[src/rtl/rej_uniform_sampler.sv]
// rej_uniform_sampler
// Kyber Parse / rejection sampler placed directly after the Keccak squeeze.
// It takes R-bit XOF rate blocks and turns each 3-byte triple into two 12-bit
// candidates. A candidate is accepted when it is below Q. The block emits N
// accepted coefficients, one per valid/ready handshake, and asks for another
// rate block each time the current one runs out.
//
// Ports
//   clk          in   rising-edge clock
//   rst          in   asynchronous active-low reset
//   enable       in   start pulse, honoured only in IDLE or DONE
//   block_in     in   R-bit rate block, byte 0 = block_in[7:0] consumed first
//   block_valid  in   block_in valid
//   block_ready  out  sampler is waiting for a block (state == WAIT_BLK)
//   coeff        out  accepted coefficient, 0..Q-1
//   coeff_idx    out  index of coeff within the polynomial
//   coeff_valid  out  coeff/coeff_idx valid, held until coeff_ready
//   coeff_ready  in   downstream takes coeff this cycle
//   done         out  all N coefficients transferred
//
// state    | meaning
// ---------+-----------------------------------------------------------
// IDLE     | after reset, waiting for enable
// WAIT_BLK | block_ready high, waiting for a rate block
// PARSE    | test one candidate per cycle
// EMIT     | hold an accepted coefficient until coeff_ready
// DONE     | N coefficients transferred, done held until enable

module rej_uniform_sampler #(
    parameter int R = 1344,
    parameter int Q = 3329,
    parameter int N = 256
) (
    input  logic          clk,
    input  logic          rst,
    input  logic          enable,
    input  logic [R-1:0]  block_in,
    input  logic          block_valid,
    output logic          block_ready,
    output logic [11:0]   coeff,
    output logic [7:0]    coeff_idx,
    output logic          coeff_valid,
    input  logic          coeff_ready,
    output logic          done
);

    localparam int T  = R / 24;
    localparam int TW = (T > 1) ? $clog2(T) : 1;
    localparam logic [12:0] Q_LIM    = 13'(Q);
    localparam logic [TW-1:0] T_LAST = TW'(T - 1);
    localparam logic [7:0] CNT_LAST  = 8'(N - 1);

    typedef enum logic [2:0] {
        S_IDLE,
        S_WAIT_BLK,
        S_PARSE,
        S_EMIT,
        S_DONE
    } state_t;

    state_t state, state_nxt;

    // The block register shifts down one triple each time the pointer moves
    // on, so the current triple always sits in blk[23:0]. t is kept only to
    // detect the end of the block.
    logic [R-1:0]  blk;
    logic [TW-1:0] t;
    logic          h;
    logic [7:0]    count;

    logic [11:0] d1, d2, cand;
    logic        cand_ok, last;
    logic        start, latch, advance, load, xfer, finish;

    assign d1      = {blk[11:8], blk[7:0]};
    assign d2      = {blk[23:16], blk[15:12]};
    assign cand    = h ? d2 : d1;
    assign cand_ok = {1'b0, cand} < Q_LIM;
    assign last    = (t == T_LAST) && h;

    assign block_ready = (state == S_WAIT_BLK);

    always_ff @(posedge clk or negedge rst) begin
        if (!rst) begin
            state <= S_IDLE;
        end else begin
            state <= state_nxt;
        end
    end

    always_comb begin
        state_nxt = state;
        start     = 1'b0;
        latch     = 1'b0;
        advance   = 1'b0;
        load      = 1'b0;
        xfer      = 1'b0;
        finish    = 1'b0;
        case (state)
            S_IDLE: begin
                if (enable) begin
                    start     = 1'b1;
                    state_nxt = S_WAIT_BLK;
                end
            end
            S_WAIT_BLK: begin
                if (block_valid) begin
                    latch     = 1'b1;
                    state_nxt = S_PARSE;
                end
            end
            S_PARSE: begin
                if (cand_ok) begin
                    // Pointer stays put until the coefficient is taken.
                    load      = 1'b1;
                    state_nxt = S_EMIT;
                end else begin
                    advance   = 1'b1;
                    state_nxt = last ? S_WAIT_BLK : S_PARSE;
                end
            end
            S_EMIT: begin
                if (coeff_ready) begin
                    xfer = 1'b1;
                    if (count == CNT_LAST) begin
                        finish    = 1'b1;
                        state_nxt = S_DONE;
                    end else begin
                        advance   = 1'b1;
                        state_nxt = last ? S_WAIT_BLK : S_PARSE;
                    end
                end
            end
            S_DONE: begin
                if (enable) begin
                    start     = 1'b1;
                    state_nxt = S_WAIT_BLK;
                end
            end
            default: state_nxt = S_IDLE;
        endcase
    end

    always_ff @(posedge clk or negedge rst) begin
        if (!rst) begin
            blk         <= '0;
            t           <= '0;
            h           <= 1'b0;
            count       <= '0;
            coeff       <= '0;
            coeff_idx   <= '0;
            coeff_valid <= 1'b0;
            done        <= 1'b0;
        end else begin
            if (start) begin
                count <= '0;
                done  <= 1'b0;
            end
            if (latch) begin
                blk <= block_in;
                t   <= '0;
                h   <= 1'b0;
            end
            if (advance) begin
                if (!h) begin
                    h <= 1'b1;
                end else begin
                    h   <= 1'b0;
                    t   <= t + 1'b1;
                    blk <= blk >> 24;
                end
            end
            if (load) begin
                coeff       <= cand;
                coeff_idx   <= count;
                coeff_valid <= 1'b1;
            end
            if (xfer) begin
                coeff_valid <= 1'b0;
                count       <= count + 1'b1;
            end
            // coeff_valid drops on the same edge, so valid and done never overlap.
            if (finish) begin
                done <= 1'b1;
            end
        end
    end

endmodule

[config.mk]
export PLATFORM = sky130hd
export DESIGN_NAME = rej_uniform_sampler
export DESIGN_NICKNAME = d
export VERILOG_FILES = /design/src/rtl/rej_uniform_sampler.sv
export SDC_FILE = /design/constraint.sdc
export NUM_CORES = 2
export LEC_CHECK = 0
export CORE_AREA = 2 2 538 540
export DETAILED_ROUTE_END_ITERATION = 16
export DIE_AREA = 0 0 540 542
export GPL_TIMING_DRIVEN = 0
export PLACE_DENSITY = 0.5
export SKIP_CTS_REPAIR_TIMING = 1
export SLEW_MARGIN = 30
export SYNTH_ARGS = -nofsm -noshare
export SYNTH_HDL_FRONTEND = slang
export SYNTH_SLANG_ARGS = --single-unit
[constraint.sdc]
create_clock -name clk -period 2.8 [get_ports clk]
set_input_delay 0.84 -clock clk [delete_from_list [all_inputs] [get_ports clk]]
set_output_delay 0.84 -clock clk [all_outputs]
set_load 0.05 [all_outputs]
Word-level counts from Yosys, hierarchy flattened
Cells that the tools add are included.
{"block": "classes", "addsub": 2, "order_cmp": 1, "n_eq_ne": 9, "n_mux": 38, "reduce_logical": 8}
{"operator": "1344-bit 2-to-1 mux", "count": 3}
{"operator": "1-bit 2-to-1 mux", "count": 21}
{"operator": "6-bit 2-to-1 mux", "count": 3}
{"operator": "8-bit 2-to-1 mux", "count": 2}
{"operator": "12-bit < comparator, second input constant", "count": 1}
{"operator": "12-bit 2-to-1 mux", "count": 1}
{"operator": "3-bit 2-to-1 mux", "count": 4}
{"operator": "3-bit one-hot mux with 4 select lines", "count": 1}
{"operator": "8-bit by 1-bit adder with 8-bit output, second input constant", "count": 1}
{"operator": "8-bit equality test, second input constant", "count": 1}
{"operator": "2-bit nonzero test", "count": 4}
{"operator": "6-bit by 1-bit adder with 6-bit output, second input constant", "count": 1}
{"operator": "3-bit by 2-bit equality test with 1-bit output, second input constant", "count": 2}
{"operator": "6-bit equality test, second input constant", "count": 1}
{"operator": "2-bit 2-to-1 mux", "count": 2}
{"operator": "2-bit != test, second input constant", "count": 2}
{"operator": "3-bit by 1-bit equality test with 1-bit output, second input constant", "count": 1}
{"operator": "3-bit equality test, second input constant", "count": 1}
{"operator": "3-bit logical NOT", "count": 1}
{"operator": "3-bit AND reduction", "count": 1}
{"operator": "2-bit by 1-bit != test with 1-bit output, second input constant", "count": 1}
{"operator": "1-bit one-hot mux with 2 select lines", "count": 1}
{"operator": "2-bit OR reduction", "count": 1}
{"operator": "1-bit logical AND", "count": 1}
{"block": "totals", "reg_bits": 1384, "input_bits": 1349, "output_inout_bits": 23}

Logic depth before layout (Yosys ltp)
{"block": "logic_depth", "word_depth": 6, "ltp_mapped": 10, "depth_no_buf": 6}

Worst setup path after synthesis
Ideal clock, no wire load.
{"block": "synth_path", "path_kind": "input-to-reg", "start": "input coeff_ready", "end": "register blk[171]", "setup_ns": 0.083, "t_arrival_ns": 2.355, "t_required_ns": 2.717, "slack_ns": 0.362, "path_stages": 8, "path_cell_list": "nand4b_1 a21oi_1 a22o_1 clkbuf_1 clkbuf_1 clkbuf_1 o21ai_0 o21ai_0"}
{"block": "synth_via", "elab_chain_len": 3}
{"element": "start: declaration", "line": "43", "rtl": "input logic coeff_ready,"}
{"element": "1-bit 2-to-1 mux", "line": "123", "rtl": "if (coeff_ready) begin"}
{"element": "1-bit one-hot mux with 2 select lines", "line": "99", "rtl": "case (state)"}
{"element": "1344-bit 2-to-1 mux", "line": "164", "rtl": "if (advance) begin"}
{"element": "end signal: assignment", "line": "160", "rtl": "blk <= block_in;"}
{"element": "end signal: assignment", "line": "170", "rtl": "blk <= blk >> 24;"}
{"element": "end: declaration", "line": "66", "rtl": "logic [R-1:0] blk;"}
Every way passes these cells.
A chain may end at the register's enable or synchronous reset.

Worst setup path after layout
{"block": "layout_path", "start": "register blk[19]", "end": "register blk[1243]"}
{"block": "layout_via", "elab_chain_len": 5}
{"element": "12-bit 2-to-1 mux", "line": "77", "rtl": "assign cand = h ? d2 : d1;"}
{"element": "12-bit < comparator", "line": "78", "rtl": "assign cand_ok = {1'b0, cand} < Q_LIM;"}
{"element": "1-bit 2-to-1 mux", "line": "113", "rtl": "if (cand_ok) begin"}
{"element": "1-bit one-hot mux with 2 select lines", "line": "99"}
{"element": "1344-bit 2-to-1 mux", "line": "164"}
Every way passes these cells.

==> results.md <==
* Status: finished with violations
* Violated checks: negative setup slack
* Worst path top cell family by delay: buffers and inverters
* Fmax achieved at roughly 340 MHz
* Seq cells post-synth at between 1k and 1.5k
* Initial antenna violation count at between 300 and 400
* Final Total Pwr at a little under 90 mW
* Largest family of logic cells by synthesized area: compound AO/OA/AOI/OAI gates
* WHS at about 81 ps
* Global Route Usage Sum at 0.237
* Number of remaining DRC errors at 0
* Dpl cell area at around 84,000 um^2
* Cells along the critical path: or4b_4, o22ai_4, a2111oi_4, buf_4, clkbuf_4, clkbuf_4, buf_1, o21ai_0, o21ai_1
* Tmin final at roughly 3000 ps
* Finished Layout Cells at ~12k
* EDFF count, synth at 0
* Synth Area in Compound Gates at 0.212
* Post-synthesis async set-or-reset flop share at 1.00
* Layout Area Growth over Synthesis at 40.4%
* Worst slew margin at 0.347
* Post-synthesis xor/xnor area fraction at 0.000135
* Synth Area in Adders at 0.000385
* Place WS at -2120 ps
* Drt total wl at approximately 360,000 um
* DRT Pass-1 Iters at 7
* Worst R2R Setup Slack at -180 ps
* Vias/cell at between 4 and 5
* Leakage at about 34 nW
* Largest net degree at the start of global routing at 124
* Setup TNS at -15,710 ps
* Sequential fraction of the synthesis area at 0.533
* Gate Count Post-Synth at 6,186
* Final GP Congestion at just over 0.9
* CP Data Required Time at 3500 ps
* Remaining Overflow, GRT at 0
* Most frequent cells in the layout: o21ai_0, dfrtp_1, clkdlybuf4s50_1, mux2i_1, o21ai_1
* Worst skew pair latency at 840 ps
* Number of global-route vias before repair at between 50k and 60k
* Clk root buf: clkbuf_16
* Type of destination of the critical path: flip-flop
* Fin. Hold Viols at 0
* Worst slew pin tran at around 980 ps
* Row count at 197
* Routed wire per std cell at 30.6 um
* Power Dens Cells at between 900 and 1000 nW/um^2
* Worst path slowest cell: or4b_4
* Routed Antenna Nets at 0
* First-pass GRT wire length at between 400,000 and 500,000 um
* Post-DP HPWL at between 200,000 and 300,000 um
* Synth Warn # at 0
* Die Wd at 540 um
* Clock Skew at 60.5 ps
* Final WS setup at -181 ps
* Nets@finish at between 9k and 10k
* Area of the die at around 290,000 um^2
* Critical path buffer and inverter count at 4
* Arrival @ worst endpoint at roughly 3700 ps
* Util after Layout at 0.318
* TritonCTS clock tree: done
* Fin crit share at 1.06
* Seq pwr share at 0.416
* Max cap viols at 0
* # fillers at about 30k
* DP Cell Count at 11.4k
* Initial Util at 0.226
* Clk network pwr share at 0.258
* Via count at between 50k and 60k
* Core Area at 287,000 um^2
* Initial DRC Count at 4,051
* Startpoint type of the worst setup path: flip-flop
* RSZ-0062 raised after global routing: yes
* Worst VDD drop at 0.000456 V
* Slew Viols, Final at 0
* Worst Hold Class: input port to asynchronous set/reset pin
* Synth Cell Area at between 60,000 and 70,000 um^2
* Max clock buf depth at 4
* Crit Path Max Fanout at 10
* WS Path Type: flip-flop to flip-flop
* Finished Cell Area at a little over 90,000 um^2
* Syn nets at about 7.5k
* Int Pwr at about 57 mW
* Share of cells above drive strength 1 at 0.0990
* CP peak stage delay at between 500 and 600 ps
* Synth Flop Type: dfrtp_1
* Chip Height at ~540 um
* Most common cell on crit path: clkbuf_4
* CTS sink count at approximately 1.4k
* CTS buffer count at roughly 180
* Switching Share at 0.364
* H-tree lvl count at 4
* Simple-Gate Fraction of Synth Area at 0.00877
* P_sw at roughly 33 mW
* Synth unique cells at 47
* Setup violators final at 438
* Port Buf Inserts at about 1.4k
* Post-synthesis mux area share at 0.207
* I/O pin cnt at approximately 1.4k
* Comb power frac at 0.326
* Commonest non-fill, non-tap cell in the layout: o21ai_0
* Syn Area/Cell at 10.5 um^2
* Clock transition at path regs at roughly 70 ps
==> synthesized netlist by cell type (all sizes together), types with 2 or more instances <==
cell type | n | area [um^2]
a21o | 4 | 30.0
a21oi | 54 | 270
a22o | 3 | 26.3
a22oi | 2 | 15.0
and2 | 3 | 18.8
and3 | 3 | 18.8
buf | 160 | 798
clkbuf | 446 | 1670
dfrtp | 1384 | 34600
ha | 2 | 25.0
mux2 | 9 | 101
mux2i | 1333 | 13300
nand2 | 63 | 236
nand2b | 5 | 31.3
nand3 | 8 | 40.0
nand3b | 3 | 22.5
nand4 | 3 | 18.8
nor2 | 12 | 45.0
nor3 | 5 | 25.0
nor3b | 2 | 15.0
o211ai | 2 | 15.0
o21ai | 2653 | 13300
o22a | 2 | 17.5
o22ai | 2 | 18.8
o31ai | 3 | 22.5
or2 | 2 | 12.5
or3b | 3 | 26.3
or4 | 2 | 15.0
==> worst paths after layout <==
kind / startpoint / endpoint / cells after the start
hold reg to reg: blk[1020] / blk[996] / 2
min in group clk: blk[1020] / blk[996] / 2
hold / removal: rst / blk[390] / 2
setup reg to reg: blk[19] / blk[1243] / 9
max in group asynchronous: rst / blk[1271] / 8
setup / recovery: blk[19] / blk[1243] / 9
==> metal layers <==
metal  up-vias  wire [um]  GRT usage
li1      25900          -          -
met1     29100     140000      0.274
met2      2371     169000      0.391
met3       745      33300     0.0853
met4       178      18000      0.108
met5         -       1160          0
==> logic make-up (layout without fill, tap and decap cells) <==
family	Yosys count	after routing
xor gates and xnor gates	1	1
adders and majority gates	2	2
buffers and inverters	607	2313
DFF	1384	1384
other	0	131
muxes	1342	1342
AOI/OAI and AO/OA	2731	2731
and+or+nand+nor	119	119
==> cell type report <==
cell class / count / area [um^2] / share of cell area
well taps: 3781 / 4730 / 0.0519
inverters: 1 / 3.75 / 0.0000412
clock buffers: 260 / 5180 / 0.0568
clock inverters: 46 / 528 / 0.00579
flip-flops and latches: 1384 / 34600 / 0.380
diodes: 131 / 328 / 0.00360
repair buffers: 1401 / 14400 / 0.158
plain buffers: 605 / 3200 / 0.0351
multi-input cells: 4195 / 28100 / 0.309
==> sequential cells by signal (all words and copies together) (netlist names) <==
name,count
h,1
blk,1344
t,6
done,1
count,8
coeff_valid,1
coeff,12
coeff_idx,8
state,3
==> worst register-to-register path, delay by kind of cell, from the launching register on <==
family,cells,cell delay (ps)
compound gates,4,920
flops,1,410
buf+inv,4,990
simple gates,1,560
==> power groups by stage <==
| stage | Clock, mW | Combinational [mW] | Sequential [mW] |
|---|---|---|---|
| 2_1_floorplan | 0 | 18.9 | 34.0 |
| 3_3_place_gp | 0 | 27.5 | 37.5 |
| 3_5_place_dp | 0 | 28.6 | 37.1 |
| 4_1_cts | 23.4 | 28.7 | 36.9 |
| 5_1_grt | 24.2 | 32.3 | 38.1 |
| 6_report | 23.0 | 29.1 | 37.1 |
Power figures use the tool's default switching activity.
